$ cat src/rtl/pipe_stage_buf.sv
// Parametrised pipeline stage register with valid/ready handshake, optional
// 2-entry skid buffer, global stall, flush and a saturating backpressure counter.
module pipe_stage_buf #(
  parameter int unsigned WIDTH = 16,
  parameter int unsigned SKID  = 1,
  parameter int unsigned CNT_W = 16
) (
  input  logic             clk,
  input  logic             reset,
  input  logic             in_valid,
  output logic             in_ready,
  input  logic [WIDTH-1:0] in_data,
  output logic             out_valid,
  input  logic             out_ready,
  output logic [WIDTH-1:0] out_data,
  input  logic             stall_pipeline,
  input  logic             flush,
  output logic [1:0]       occupancy,
  output logic [CNT_W-1:0] stall_count
);

  localparam bit USE_SKID = (SKID != 0);

  // Encoding equals the number of held entries, so occupancy is the state flop.
  typedef enum logic [1:0] {
    ST_EMPTY = 2'd0,
    ST_ONE   = 2'd1,
    ST_FULL  = 2'd2
  } state_e;

  state_e           state_q, state_d;
  logic [WIDTH-1:0] main_q, main_d;
  logic [WIDTH-1:0] skid_q, skid_d;
  logic             out_valid_q;
  logic [CNT_W-1:0] cnt_q, cnt_d;
  logic             in_fire_c;
  logic             out_fire_c;

  // Handshake, next-state and datapath selection.
  always_comb begin
    state_d    = state_q;
    main_d     = main_q;
    skid_d     = skid_q;
    cnt_d      = cnt_q;
    out_fire_c = out_valid_q & out_ready & ~stall_pipeline;

    if (USE_SKID) begin
      in_ready = (state_q != ST_FULL) & ~stall_pipeline;
    end else begin
      in_ready = ~stall_pipeline & (~out_valid_q | out_ready);
    end
    in_fire_c = in_valid & in_ready;

    case (state_q)
      ST_EMPTY: begin
        if (in_fire_c) begin
          main_d  = in_data;
          state_d = ST_ONE;
        end
      end
      ST_ONE: begin
        if (in_fire_c && out_fire_c) begin
          main_d = in_data;
        end else if (in_fire_c && USE_SKID) begin
          skid_d  = in_data;
          state_d = ST_FULL;
        end else if (out_fire_c) begin
          state_d = ST_EMPTY;
        end
      end
      ST_FULL: begin
        // Older skid entry always drains into main before anything newer.
        if (out_fire_c) begin
          main_d  = skid_q;
          state_d = ST_ONE;
        end
      end
      default: state_d = ST_EMPTY;
    endcase

    // Flush overrides stall and both transfers; payload regs may go stale.
    if (flush) begin
      state_d = ST_EMPTY;
      main_d  = main_q;
      skid_d  = skid_q;
    end

    if (out_valid_q && !out_fire_c && (cnt_q != {CNT_W{1'b1}})) begin
      cnt_d = cnt_q + CNT_W'(1);
    end
  end

  // State and payload registers.
  always_ff @(posedge clk or posedge reset) begin
    if (reset) begin
      state_q     <= ST_EMPTY;
      main_q      <= '0;
      skid_q      <= '0;
      out_valid_q <= 1'b0;
      cnt_q       <= '0;
    end else begin
      state_q     <= state_d;
      main_q      <= main_d;
      skid_q      <= skid_d;
      out_valid_q <= (state_d != ST_EMPTY);
      cnt_q       <= cnt_d;
    end
  end

  assign out_valid   = out_valid_q;
  assign out_data    = main_q;
  assign occupancy   = 2'(state_q);
  assign stall_count = cnt_q;

endmodule
$ cat config.mk
export PLATFORM = sky130hd
export DESIGN_NAME = pipe_stage_buf
export DESIGN_NICKNAME = d
export VERILOG_FILES = /design/src/rtl/pipe_stage_buf.sv
export SDC_FILE = /design/constraint.sdc
export NUM_CORES = 1
export LEC_CHECK = 0
export CORE_MARGIN = 8
export CORE_UTILIZATION = 30
export CTS_BUF_LIST = sky130_fd_sc_hd__clkbuf_8
export CTS_CLUSTER_DIAMETER = 40
export DETAILED_ROUTE_END_ITERATION = 16
export HOLD_SLACK_MARGIN = 0.02
export MAX_ROUTING_LAYER = met4
export SLEW_MARGIN = 20
export SYNTH_ARGS = -nofsm -noshare
export SYNTH_HDL_FRONTEND = slang
export SYNTH_SLANG_ARGS = --single-unit
$ cat constraint.sdc
create_clock -name clk -period 2.1 [get_ports clk]
set_input_delay 0.63 -clock clk [delete_from_list [all_inputs] [get_ports clk]]
set_output_delay 0.63 -clock clk [all_outputs]
set_load 0.03 [all_outputs]
==> flow_metrics.env, run 1 <==
export IMPL_outcome="finished, final reports clean"
export IMPL_relSlewSlack=0.6610
export IMPL_cts_clk_slew_worst_paths_ns=0.09
export IMPL_critical_path_startpoint_type="flop"
export IMPL_setup_violations=0
export IMPL_critPathTopFamily="buffers and inverters"
export IMPL_clock_sinks=51
export IMPL_vdd_drop_max_uv=414.0
export IMPL_viasPerCell=4.636
export IMPL_place_port_buffers=57
export IMPL_path_cells="clkdlybuf4s50_1"
export IMPL_grt_usage=0.1060
export IMPL_syn_area_um2=2420
export IMPL_setup_ws_ns=0.07218
export IMPL_dr_pass1_iters=4
export IMPL_initial_utilization=0.3115
export IMPL_min_period_ns=2.028
export IMPL_num_io_pins=58
export IMPL_rsz0062_at_grt="false"
export IMPL_post_route_cells_drive_above_1_share=0.3180
export IMPL_fmax_mhz=493.1
export IMPL_vias=1683
export IMPL_drt_iter0_drc=27
export IMPL_worst_pin_slew_ns=0.5046
export IMPL_cts_made_buffers=5
export IMPL_final_core_util=0.4348
export IMPL_ys_seq_elements=51
export IMPL_worstPathRequired_ns=1.47
export IMPL_critPathBufInv=1
export IMPL_drcViolationCount=0
export IMPL_syn2layout_area_growth_pct=39.56
export IMPL_end_kind="output port"
export IMPL_syn_num_nets=206
export IMPL_cts_tree="built"
export IMPL_finalWeightedCongestion=0.8065
export IMPL_clock_path_buffers=2
export IMPL_die_area_um2=11200
export IMPL_antenna_cells=0
export IMPL_grt_antenna_before_repair=0
export IMPL_fin_crit_sh=0.9656
export IMPL_overflow=0
export IMPL_power_density_nw_per_um2=885.0
export IMPL_routed_wl_um=5382
export IMPL_crit_arrival_ns=1.40
export IMPL_worst_setup_path_type="reg2out"
export IMPL_wl_per_cell_um=14.83
export IMPL_synth_warnings=0
export IMPL_crit_slowest_cell="clkdlybuf4s50_1"
export IMPL_preCtsSetupSlack_ns=-0.3341
export IMPL_final_antenna_net_count=0
export IMPL_grt_pass1_vias=1796
export IMPL_maxCapViolCount=0
export IMPL_clock_latency_ns=0.30
export IMPL_grt_max_degree=52
export IMPL_htreeDepth=2
export IMPL_crit_fanout=4
export IMPL_synth_area_top_cells="dfrtp_1, mux2_2, xor2_1"
export IMPL_synth_top_cell_area_share=0.5274
export IMPL_slowest_delay_ns=0.70
export IMPL_yosysSeqAreaShare=0.5274
export IMPL_post_cts_buffers=0
export IMPL_hold_path_class="reg2reg"
export IMPL_grt_pass1_wl_um=9266
export IMPL_die_h_um=105.8
export IMPL_final_cells=363
export IMPL_fp_dieW_um=105.8
export IMPL_fin_worst_skew_ns=0.002203
export IMPL_ys_types=35
export IMPL_fp_coreArea_um2=7767
export IMPL_dp_cells=355
export IMPL_nets=283
export IMPL_finalHoldViolCount=0
export IMPL_power_leakage_nw=1.604
export IMPL_rows=32
export IMPL_cts_root_buf="clkbuf_8"
export IMPL_tns_ns=0
export IMPL_holdWs_ns=0.4936
export IMPL_dp_hpwl_um=3944
export IMPL_synth_area_leader_cell="dfrtp_1"
export IMPL_synth_area_per_cell_um2=13.22
export IMPL_syn_inst=183
export IMPL_drv_slew=0
## where the power goes
group / internal (mW) / switching [mW]
sequential: 1.20 / 0.161
combinational: 0.450 / 0.468
clock: 0.386 / 0.327
total: 2.03 / 0.956
## repair_timing
| item | in CTS | in global routing |
|---|---|---|
| gates cloned | 0 | 0 |
| setup endpoints to repair | 16 | 3 |
| pin swaps | 1 | 0 |
| resized for setup | 16 | 3 |
| hold buffers | 0 | 0 |
## per-stage QoR
| step | power (mW) | instance area [µm²] |
|---|---|---|
| floorplan | 1.906 | 2422 |
| global placement | 2.328 | 3266 |
| detailed placement | 2.346 | 3266 |
| CTS | 3.046 | 3369 |
| global route | 3.167 | 3377 |
| finish | 2.989 | 3377 |
## final cells by class
cell class              count  area, µm²
inverters                   1      3.754
flip-flops and latches     51       1276
clock inverters             2      35.03
repair buffers             75      742.0
clock buffers               6      82.58
fillers                   755       4390
well taps                 102      127.6
multi-input cells         126       1110
## logic make-up after synthesis
group                    count (synthesis)  synth area share
AND/OR/NAND/NOR                         54            0.1391
flip-flops                              51            0.5274
XOR/XNOR                                15           0.05429
AO/OA/AOI/OAI                            6           0.02224
multiplexers                            50            0.2337
adder cells (fa/ha/maj)                  1          0.005170
buffers and inverters                    6           0.01810
## state kept, by name, summed over array words and instances (netlist names)
| signal | cells |
|---|---|
| skid_q | 16 |
| out_data | 16 |
| stall_count | 16 |
| occupancy | 2 |
| out_valid | 1 |
## cells in the mapped netlist, drive strengths merged
library cell / count
dfrtp: 51
mux2: 49
xor2: 15
nand4: 8
nor2: 8
nor3: 7
nand3: 6
buf: 5
nand2: 5
nor4: 5
nor2b: 3
a21oi: 2
and3: 2
and3b: 2
and4: 2
nand2b: 2
nor4b: 2
a21o: 1
ha: 1
inv: 1
mux2i: 1
nor3b: 1
o21ai: 1
o21bai: 1
o22a: 1
or3: 1
## cells in the final DEF (no fill, tap or decap), types with 2 or more instances in the layout
master / count
dfrtp_1: 51
nor4_1: 4
nand3_1: 6
nor3_1: 7
nor2b_1: 2
buf_12: 4
dlymetal6s2s_1: 3
buf_4: 15
mux2_2: 46
clkbuf_8: 6
nor2_1: 6
dlygate4sd2_1: 15
nor4b_1: 2
and4_1: 2
nand2_1: 5
xor2_1: 15
nand4_1: 7
and3b_1: 2
mux2_1: 2
and3_1: 2
clkdlybuf4s50_1: 38
## layer usage
layer | wire length [µm] | GRT usage | share of wire | up-vias
met5 | 0 | - | 0 | -
met4 | 85 | 0.04221 | 0.016 | 0
met3 | 218 | 0.02923 | 0.041 | 6
met2 | 2440 | 0.1537 | 0.45 | 32
met1 | 2638 | 0.1365 | 0.49 | 824
li1 | - | - | - | 821
## worst paths after layout
path                                               to  cells after the start                  startpoint  slack, ns
setup / recovery                       stall_count[7]                      1  stall_count[7]$_DFFE_PP0P_       0.07
hold / removal                  skid_q[6]$_DFFE_PP0P_                      1       skid_q[6]$_DFFE_PP0P_       0.49
setup reg to reg           stall_count[1]$_DFFE_PP0P_                      6  stall_count[0]$_DFFE_PP0P_       0.22
hold reg to reg                 skid_q[6]$_DFFE_PP0P_                      1       skid_q[6]$_DFFE_PP0P_       0.49
max in group asynchronous       skid_q[1]$_DFFE_PP0P_                      3                       reset       1.20
min in group asynchronous  stall_count[5]$_DFFE_PP0P_                      3                       reset       0.68
Note: power is estimated with default switching activity, not from simulation.
==> run 2: changes to the inputs <==
- clock period: 2.1 -> 2.15 ns (I/O delays scaled with it)
==> run 2 against run 1 <==
  * Combinational power is 0.7% lower
  * Die area stayed put
  * First-iteration DRC count grew to 2.7 times the previous value
  * Global-route usage is 0.36 points lower
  * Final cell count is 1.4% lower
  * Final area is 1.2% lower
  * Sequential power hardly changed
  * Power is 5.6% lower
  * Routed wire length is 1.2% higher
  * Via count is 0.42% higher
  * Register-to-register slack better by 0.10 ns
  * Critical endpoint is now stall_count[13]
  * Largest power group unchanged
  * Highest routed layer unchanged
==> flow_metrics.env, run 2 (synthesis results as in run 1) <==
export IMPL_outcome="finished, final reports clean"
export IMPL_wl_per_cell_um=15.21
export IMPL_relSlewSlack=0.6297
export IMPL_final_common_cell="dfrtp_1"
export IMPL_place_port_buffers=57
export IMPL_fmax_mhz=474.9
export IMPL_grt_pass1_vias=1781
export IMPL_min_period_ns=2.106
export IMPL_power_leakage_nw=1.635
export IMPL_fp_coreArea_um2=7767
export IMPL_clock_path_buffers=2
export IMPL_finalWeightedCongestion=0.7786
export IMPL_design_area_um2=3337
export IMPL_end_kind="output port"
export IMPL_dp_hpwl_um=4012
export IMPL_fin_crit_sh=0.9794
export IMPL_grt_antenna_before_repair=0
export IMPL_syn2layout_area_growth_pct=37.90
export IMPL_dpl_cell_area_um2=3213
export IMPL_power_density_nw_per_um2=845.7
export IMPL_htreeDepth=2
export IMPL_cts_root_buf="clkbuf_8"
export IMPL_die_area_um2=11200
export IMPL_num_io_pins=58
export IMPL_nFillCells=750
export IMPL_multiInputGateArea_um2=1110
export IMPL_cts_clk_slew_worst_paths_ns=0.10
export IMPL_grt_pass1_wl_um=9183
export IMPL_drv_slew=0
export IMPL_clock_latency_ns=0.31
export IMPL_maxCapViolCount=0
export IMPL_crit_fanout=5
export IMPL_critPathBufInv=1
export IMPL_final_antenna_net_count=0
export IMPL_setup_violations=0
export IMPL_worstPathRequired_ns=1.50
export IMPL_dp_cells=350
export IMPL_final_cells=358
export IMPL_hold_path_class="reg2reg"
export IMPL_vias=1690
export IMPL_rows=32
export IMPL_worst_setup_path_type="reg2out"
export IMPL_antenna_cells=0
export IMPL_fp_dieW_um=105.8
export IMPL_nets=278
export IMPL_cts_tree="built"
export IMPL_overflow=0
export IMPL_critical_path_startpoint_type="flop"
export IMPL_vdd_drop_max_uv=349.2
export IMPL_routed_wl_um=5445
export IMPL_worst_pin_slew_ns=0.5513
export IMPL_seq_area_um2=1276
export IMPL_power_mw=2.822
export IMPL_rsz0062_at_grt="false"
export IMPL_grt_max_degree=52
export IMPL_final_core_util=0.4296
export IMPL_cts_made_buffers=5
export IMPL_drcViolationCount=0
export IMPL_critPathTopFamily="buffers and inverters"
export IMPL_post_cts_buffers=0
export IMPL_finalHoldViolCount=0
export IMPL_crit_slowest_cell="clkdlybuf4s50_1"
export IMPL_post_route_cells_drive_above_1_share=0.3047
export IMPL_viasPerCell=4.721
export IMPL_slowest_delay_ns=0.71
export IMPL_die_h_um=105.8
export IMPL_path_cells="clkdlybuf4s50_1"
export IMPL_fin_worst_skew_ns=0.01195
export IMPL_initial_utilization=0.3115
export IMPL_grt_usage=0.1024
export IMPL_drt_iter0_drc=72
export IMPL_tns_ns=0
export IMPL_clock_sinks=51
export IMPL_layout_common_cells="dfrtp_1, mux2_2, clkdlybuf4s50_1, xor2_1"
export IMPL_dr_pass1_iters=4
export IMPL_crit_arrival_ns=1.46
==> run 2: cell types whose count changed in the layout (fill, tap and decap cells not counted), moves of 2 or more <==
cell,change
buf_4,-4
clkdlybuf4s50_1,+3
dlygate4sd2_1,-11
dlymetal6s2s_1,+8
inv_6,+2
==> run 2: area by class of cell <==
type	instances	area share
tap	102	0.03825
clock buffer	5	0.02062
multi-input combinational	126	0.3326
timing repair buffer	70	0.2175
inverter	1	0.001125
clock inverter	3	0.007499
sequential	51	0.3825
==> run 2: final timing paths <==
check,startpoint,end,slack [ns],cells after the start
max,stall_count[13]$_DFFE_PP0P_,stall_count[13],0.04,1
min,skid_q[0]$_DFFE_PP0P_,skid_q[0]$_DFFE_PP0P_,0.49,1
max reg2reg,stall_count[0]$_DFFE_PP0P_,stall_count[13]$_DFFE_PP0P_,0.32,5
min reg2reg,skid_q[0]$_DFFE_PP0P_,skid_q[0]$_DFFE_PP0P_,0.49,1
max in group asynchronous,reset,stall_count[12]$_DFFE_PP0P_,1.22,3
min in group asynchronous,reset,stall_count[7]$_DFFE_PP0P_,0.69,3
==> run 2: layer usage <==
| layer | wire length [µm] | global-route usage |
|---|---|---|
| met1 | 2499 | 0.1346 |
| met3 | 323 | 0.02801 |
| met2 | 2560 | 0.1501 |
| met5 | 0 | - |
| met4 | 61 | 0.03015 |
==> run 2: power by group <==
part | internal (mW) | switching [mW]
Clock | 0.238 | 0.338
Combinational | 0.457 | 0.455
Sequential | 1.17 | 0.165
Total | 1.86 | 0.959
==> run 2: timing repair <==
item	in CTS	in global routing
hold endpoints to repair	0	0
pin swaps	0	1
setup endpoints to repair	5	20
hold buffers	0	0
gates resized for setup	5	12
==> run 2: through the flow <==
step,hold slack (ns),setup slack [ns]
after global routing,0.5214,0.002400
after detailed placement,0.4729,-0.2983
after global placement,0.4637,-0.2839
final,0.4939,0.04421
after CTS,0.4989,0.001567
after floorplan,0.4522,0.02353
==> edit 1 (config.mk and constraints of run 1) <==
The parameter `CNT_W` goes from 16 to 20.
--- a/src/rtl/pipe_stage_buf.sv
+++ b/src/rtl/pipe_stage_buf.sv
@@ -5,3 +5,3 @@
   parameter int unsigned SKID  = 1,
-  parameter int unsigned CNT_W = 16
+  parameter int unsigned CNT_W = 20
 ) (
Interface: changed (resized stall_count); port bits go from 58 to 62. No check against the original RTL was run, so the function may have changed too.
==> edit 1 against run 1 <==
Combinational power is 4.5% lower; sequential cell count is 4 higher; die area increased by 6.6%; final cell count grew 8.3%; cell area is 4.1% higher; total power shrank 2.6%; global-route usage fell by 0.21 points; non-clock buffer count shrank 2; synthesized area is 7.8% higher; critical endpoint is now stall_count[4]; routed wire length rose by 6.5%; setup slack worse by 16 ps; clock power decreased by 13%; highest routed layer unchanged; largest power group unchanged.
==> edit 1: results (changes against run 1) <==
| Metric | Value |
|---|---|
| Status | completed |
| CP max stage cell | clkdlybuf4s50_1 |
| Clk pin slew, worst setup/hold paths | 100 ps |
| CTS resizes | 13 (-3) |
| Wire length per cell | 14.6 µm (-1.7%) |
| Root buffer cell | clkbuf_8 |
| Synth cell count leaders | 55 x dfrtp_1, 20 x nor2_1, 17 x a21oi_1 |
| Worst-Skew Late Latency | 310 ps |
| FFs w/ async S/R, synth | 100% (unchanged) |
| H-tree levels | 2 (unchanged) |
| Non-Filler Instances | 393 (+8.3%) |
| Yosys cell types | 41 (+17%) |
| Setup Fix Bufs, Post-CTS | 2 (+2) |
| Worst Reg-to-Reg Cells | 6 (unchanged) |
| Layout fillers | 857 (+14%) |
| Largest delay contributor family on the critical path | buffers and inverters |
| Most area-consuming cells after synthesis | dfrtp_1 53%, mux2i_1 6.1%, mux2_4 5.8%, xnor2_1 4.0%, a21oi_1 3.3% |
| Worst slack at placement | -373 ps (-39.1 ps) |
| Overall Global Routing Usage | 10.4% (-0.21 points) |
| Largest net degree at the start of global routing | 56 (+7.7%) |
| Max reg flops | 20 |
| DR pass1 iterations | 4 (unchanged) |
| CP max stage delay | 700 ps (about the same) |
| Post-route ant nets | 0 (unchanged) |
| P_leak | 1.66 nW (+3.5%) |
| Worst-path fanout max | 4 (unchanged) |
| Sequential share of the synthesized area | 52.8% (about the same) |
| CTS Buffer Depth | 2 (unchanged) |
| Comb power frac | 30.1% (-0.6 points) |
| Clk_skew | 13.9 ps (+11.7 ps) |
| Worst hold path type | flip-flop to flip-flop |
| ANT cells | 0 (unchanged) |
| First-pass GRT wire length | 9.56 mm (+3.2%) |
| Detailed placer's ending HPWL | 4.07 mm (+3.2%) |
| Post-synthesis cell count | 211 (+15%) |
| DP Cell Count | 383 (+7.9%) |
| Initial antenna violation count | 0 (unchanged) |
| Starting DRT DRC Count | 63 (+130%) |
| Post-synth net total | 234 (+14%) |
| Internal Pwr Total | 1.96 mW (-3.7%) |
| Clock power frac | 21.4% (-2.5 points) |
| # port buffers | 61 (+7.0%) |
| Final Wtd Congestion | 0.807 (about the same) |
| CP Data Arrival Time | 1410 ps |
| Ys Warns | 0 (unchanged) |
| Share of cells above drive strength 1 | 20.0% (-12 points) |
| Via count | 1800 (+7.0%) |
| Worst slew pin tran | 330 ps (-175 ps) |
| Peak VDD IR | 369 µV (-11%) |
| Hold Path Depth | 1 (unchanged) |
| TritonCTS Buffers | 5 (unchanged) |
| Final layout net count | 307 (+8.5%) |
| Vias in the first global route | 1965 (+9.4%) |
edit 1: cell count changes after synthesis, sizes merged, moves of 3 or more:
cell	delta
mux2	-33
a21oi	+16
mux2i	+15
nor2	+14
xnor2	+12
xor2	-8
and3	+5
nand2	+5
dfrtp	+4
nor3	-4
nor4	-4
and4	+3
edit 1: final cells by class:
class	instances	area (µm²)	area share, %
flip-flops and latches	55	1380	39.1
multi-input cells	146	1160	33.0
repair buffers	73	737	21.0
well taps	108	135	3.84
clock buffers	6	82.6	2.35
clock inverters	2	13.8	0.391
inverters	3	11.3	0.320
edit 1: cell families after synthesis:
group,count (synthesis),synth area share (%)
mux,32,14.5
compound gates,26,7.10
simple gates,68,15.9
buf+inv,10,2.88
flops,55,52.8
fa+ha+maj,1,0.480
xor+xnor,19,6.38
edit 1: final timing paths:
check | to | slack [ps] | start
worst max-delay path | stall_count[4] | 60 | stall_count[4]$_DFFE_PP0P_
worst min-delay path | stall_count[9]$_DFFE_PP0P_ | 510 | stall_count[9]$_DFFE_PP0P_
worst max register to register | stall_count[13]$_DFFE_PP0P_ | 250 | stall_count[0]$_DFFE_PP0P_
worst min register to register | stall_count[9]$_DFFE_PP0P_ | 510 | stall_count[9]$_DFFE_PP0P_
max in group asynchronous | occupancy[0]$_DFF_PP0_ | 1170 | reset
min in group asynchronous | stall_count[11]$_DFFE_PP0P_ | 670 | reset
edit 1: metrics by stage:
step	total power, mW	utilization (%)	setup TNS, ps	area [µm²]
after floorplan	1.94	-	0	2610
after global placement	2.32	39.5	-8820	3390
after detailed placement	2.33	39.5	-9420	3390
after CTS	2.97	40.7	0	3500
after global routing	3.09	40.9	0	3520
final	2.91	40.9	0	3520
edit 1: routing by layer:
layer	wire length [µm]	global-route usage, %
met1	2690	13.1
met2	2670	16.3
met3	331	2.36
met4	43	2.89
met5	0	-
==> edit 2 (flow settings as in run 1) <==
Without the edit above. Register the output `stall_count` once more, with the module's reset; this adds one clock of latency there. The other outputs are not delayed to match.
--- a/src/rtl/pipe_stage_buf.sv
+++ b/src/rtl/pipe_stage_buf.sv
@@ -112,3 +112,9 @@
   assign occupancy   = 2'(state_q);
-  assign stall_count = cnt_q;
+  always_ff @(posedge clk or posedge reset) begin
+    if (reset) begin
+      stall_count <= '0;
+    end else begin
+      stall_count <= cnt_q;
+    end
+  end
 
Behaviour: not the same (Yosys sat finds a counterexample within 4 cycles, from zero or initial values and one cycle with reset high).
==> edit 2 against run 1 <==
Setup slack better by 3.4 ps; die area rose by 18%; via count rose by 14%; combinational power grew 7.4%; total power increased by 26%; routed wire length increased by 13%; maximum frequency is 0.17% higher; sequential cell count rose by 16; largest cell class unchanged; non-clock buffer count fell by 1; critical path type is now input port to flip-flop; cell area increased by 17%; clock skew grew 7.0 ps; synthesized area rose by 21%.
==> edit 2: results (changes against run 1) <==
| Metric | Value |
|---|---|
| P_leak | 1.73 nW (+8.0%) |
| Vias per cell | 4.54 (-2.2%) |
| Worst Reg-to-Reg Cells | 4 (-2) |
| Worst-path fanout max | 16 (+12) |
| Clk pin slew, worst setup/hold paths | 70 ps (-20 ps) |
| Detailed placer's ending HPWL | 4.19 mm (+6.1%) |
| Fraction of area in registers | 42.3% (+4.5 points) |
| # port buffers | 57 (unchanged) |
| Worst slew pin tran | 423 ps (-82.0 ps) |
| Signal buf overhead | 18.4% (-3.5 points) |
| Non-Filler Instances | 422 (+16%) |
| Peak VDD IR | 306 µV (-26%) |
| CP max stage delay | 470 ps (-230 ps) |
| Worst slack at placement | -280 ps (+54.3 ps) |
| DP Area | 0.00377 mm² (+16%) |
| Compound-cell area share of the yosys netlist | 4.84% (+2.6 points) |
| Overall Global Routing Usage | 9.94% (-0.67 points) |
| Area of the multi-input gates | 0.00119 mm² (+7.3%) |
| ClkCell Share | 4.89% (+1.4 points) |
| Largest net degree at the start of global routing | 68 (+31%) |
| Plain + repair buffers | 74 (-1.3%) |
| Clk_skew | 9.16 ps (+6.95 ps) |
| First-pass GRT wire length | 9.98 mm (+7.7%) |
| Synth cell count leaders | 67 x dfrtp_1, 42 x mux2_2, 10 x mux2_4 |
| H-tree levels | 3 (+1) |
| Post-synthesis cell count | 206 (+13%) |
| DR pass1 iterations | 3 (-1) |
| Status | completed |
| Final max-slew violation count | 0 (unchanged) |
| Seq cells | 67 (+31%) |
| Syn avg cell area | 14.2 µm² (+7.3%) |
| Final layout net count | 308 (+8.8%) |
| Most area-consuming cells after synthesis | dfrtp_1 57%, mux2_2 16%, mux2_4 5.1%, xor2_1 2.7%, nand4_1 1.1% |
| Sequential share of the synthesized area | 57.4% (+4.6 points) |
| Post-synth net total | 229 (+11%) |
| Layout fillers | 938 (+24%) |
| Worst-Skew Late Latency | 330 ps (+30 ps) |
| Multiplexer share of the synthesized area | 21.7% (-1.7 points) |
| Hold Path Depth | 0 (-1) |
| Starting DRT DRC Count | 64 (+140%) |
| Worst hold path type | flip-flop to flip-flop |
| Clkbuf count | 11 (+5) |
| Synth Area in XOR/XNOR | 2.70% (-2.7 points) |
| Wire length per cell | 14.4 µm (-3.2%) |
edit 2: cell count changes after synthesis, moves of 4 or more:
cell	change
xor2_1	-6
dfrtp_1	+16
mux2_4	+9
mux2_2	-4
edit 2: worst paths after layout:
path                                         from                         to  slack, ps
min reg2reg                 cnt_q[14]$_DFFE_PP0P_  stall_count[14]$_DFF_PP0_        430
min                         cnt_q[14]$_DFFE_PP0P_  stall_count[14]$_DFF_PP0_        430
max                                      in_valid    out_data[8]$_DFFE_PP0P_         80
max reg2reg                occupancy[1]$_DFF_PP0_    out_data[2]$_DFFE_PP0P_        270
max in group asynchronous                   reset     occupancy[1]$_DFF_PP0_       1080
min in group asynchronous                   reset   stall_count[7]$_DFF_PP0_        740
edit 2: power by group:
| part | internal [mW] | leakage (nW) | switching [mW] | total, mW |
|---|---|---|---|---|
| clock | 0.597 | 0.108 | 0.454 | 1.05 |
| combinational | 0.503 | 0.759 | 0.483 | 0.986 |
| sequential | 1.55 | 0.866 | 0.180 | 1.73 |
| total | 2.65 | 1.73 | 1.12 | 3.76 |
edit 2: metrics by stage:
step | total power [mW] | TNS [ps] | util, %
finish | 3.76 | 0 | 41.4
CTS | 3.82 | 0 | 41.3
detailed placement | 2.75 | -9590 | 39.3
floorplan | 2.31 | 0 | -
global placement | 2.74 | -8600 | 39.3
global route | 3.96 | 0 | 41.4
edit 2: metal layers:
metal,global-route usage (%),part of all wire [%],vias up
li1,-,-,905
met1,12.3,48,962
met2,14.9,46,37
met3,2.22,3.9,10
met4,5.25,2.1,0
met5,-,0,-
edit 2: repair_timing:
item,4_1_cts,5_1_grt
hold endpoints to repair,0,0
resized for setup,3,1
endpoints found under the setup margin,3,1
gates cloned,0,0
setup buffers,0,0
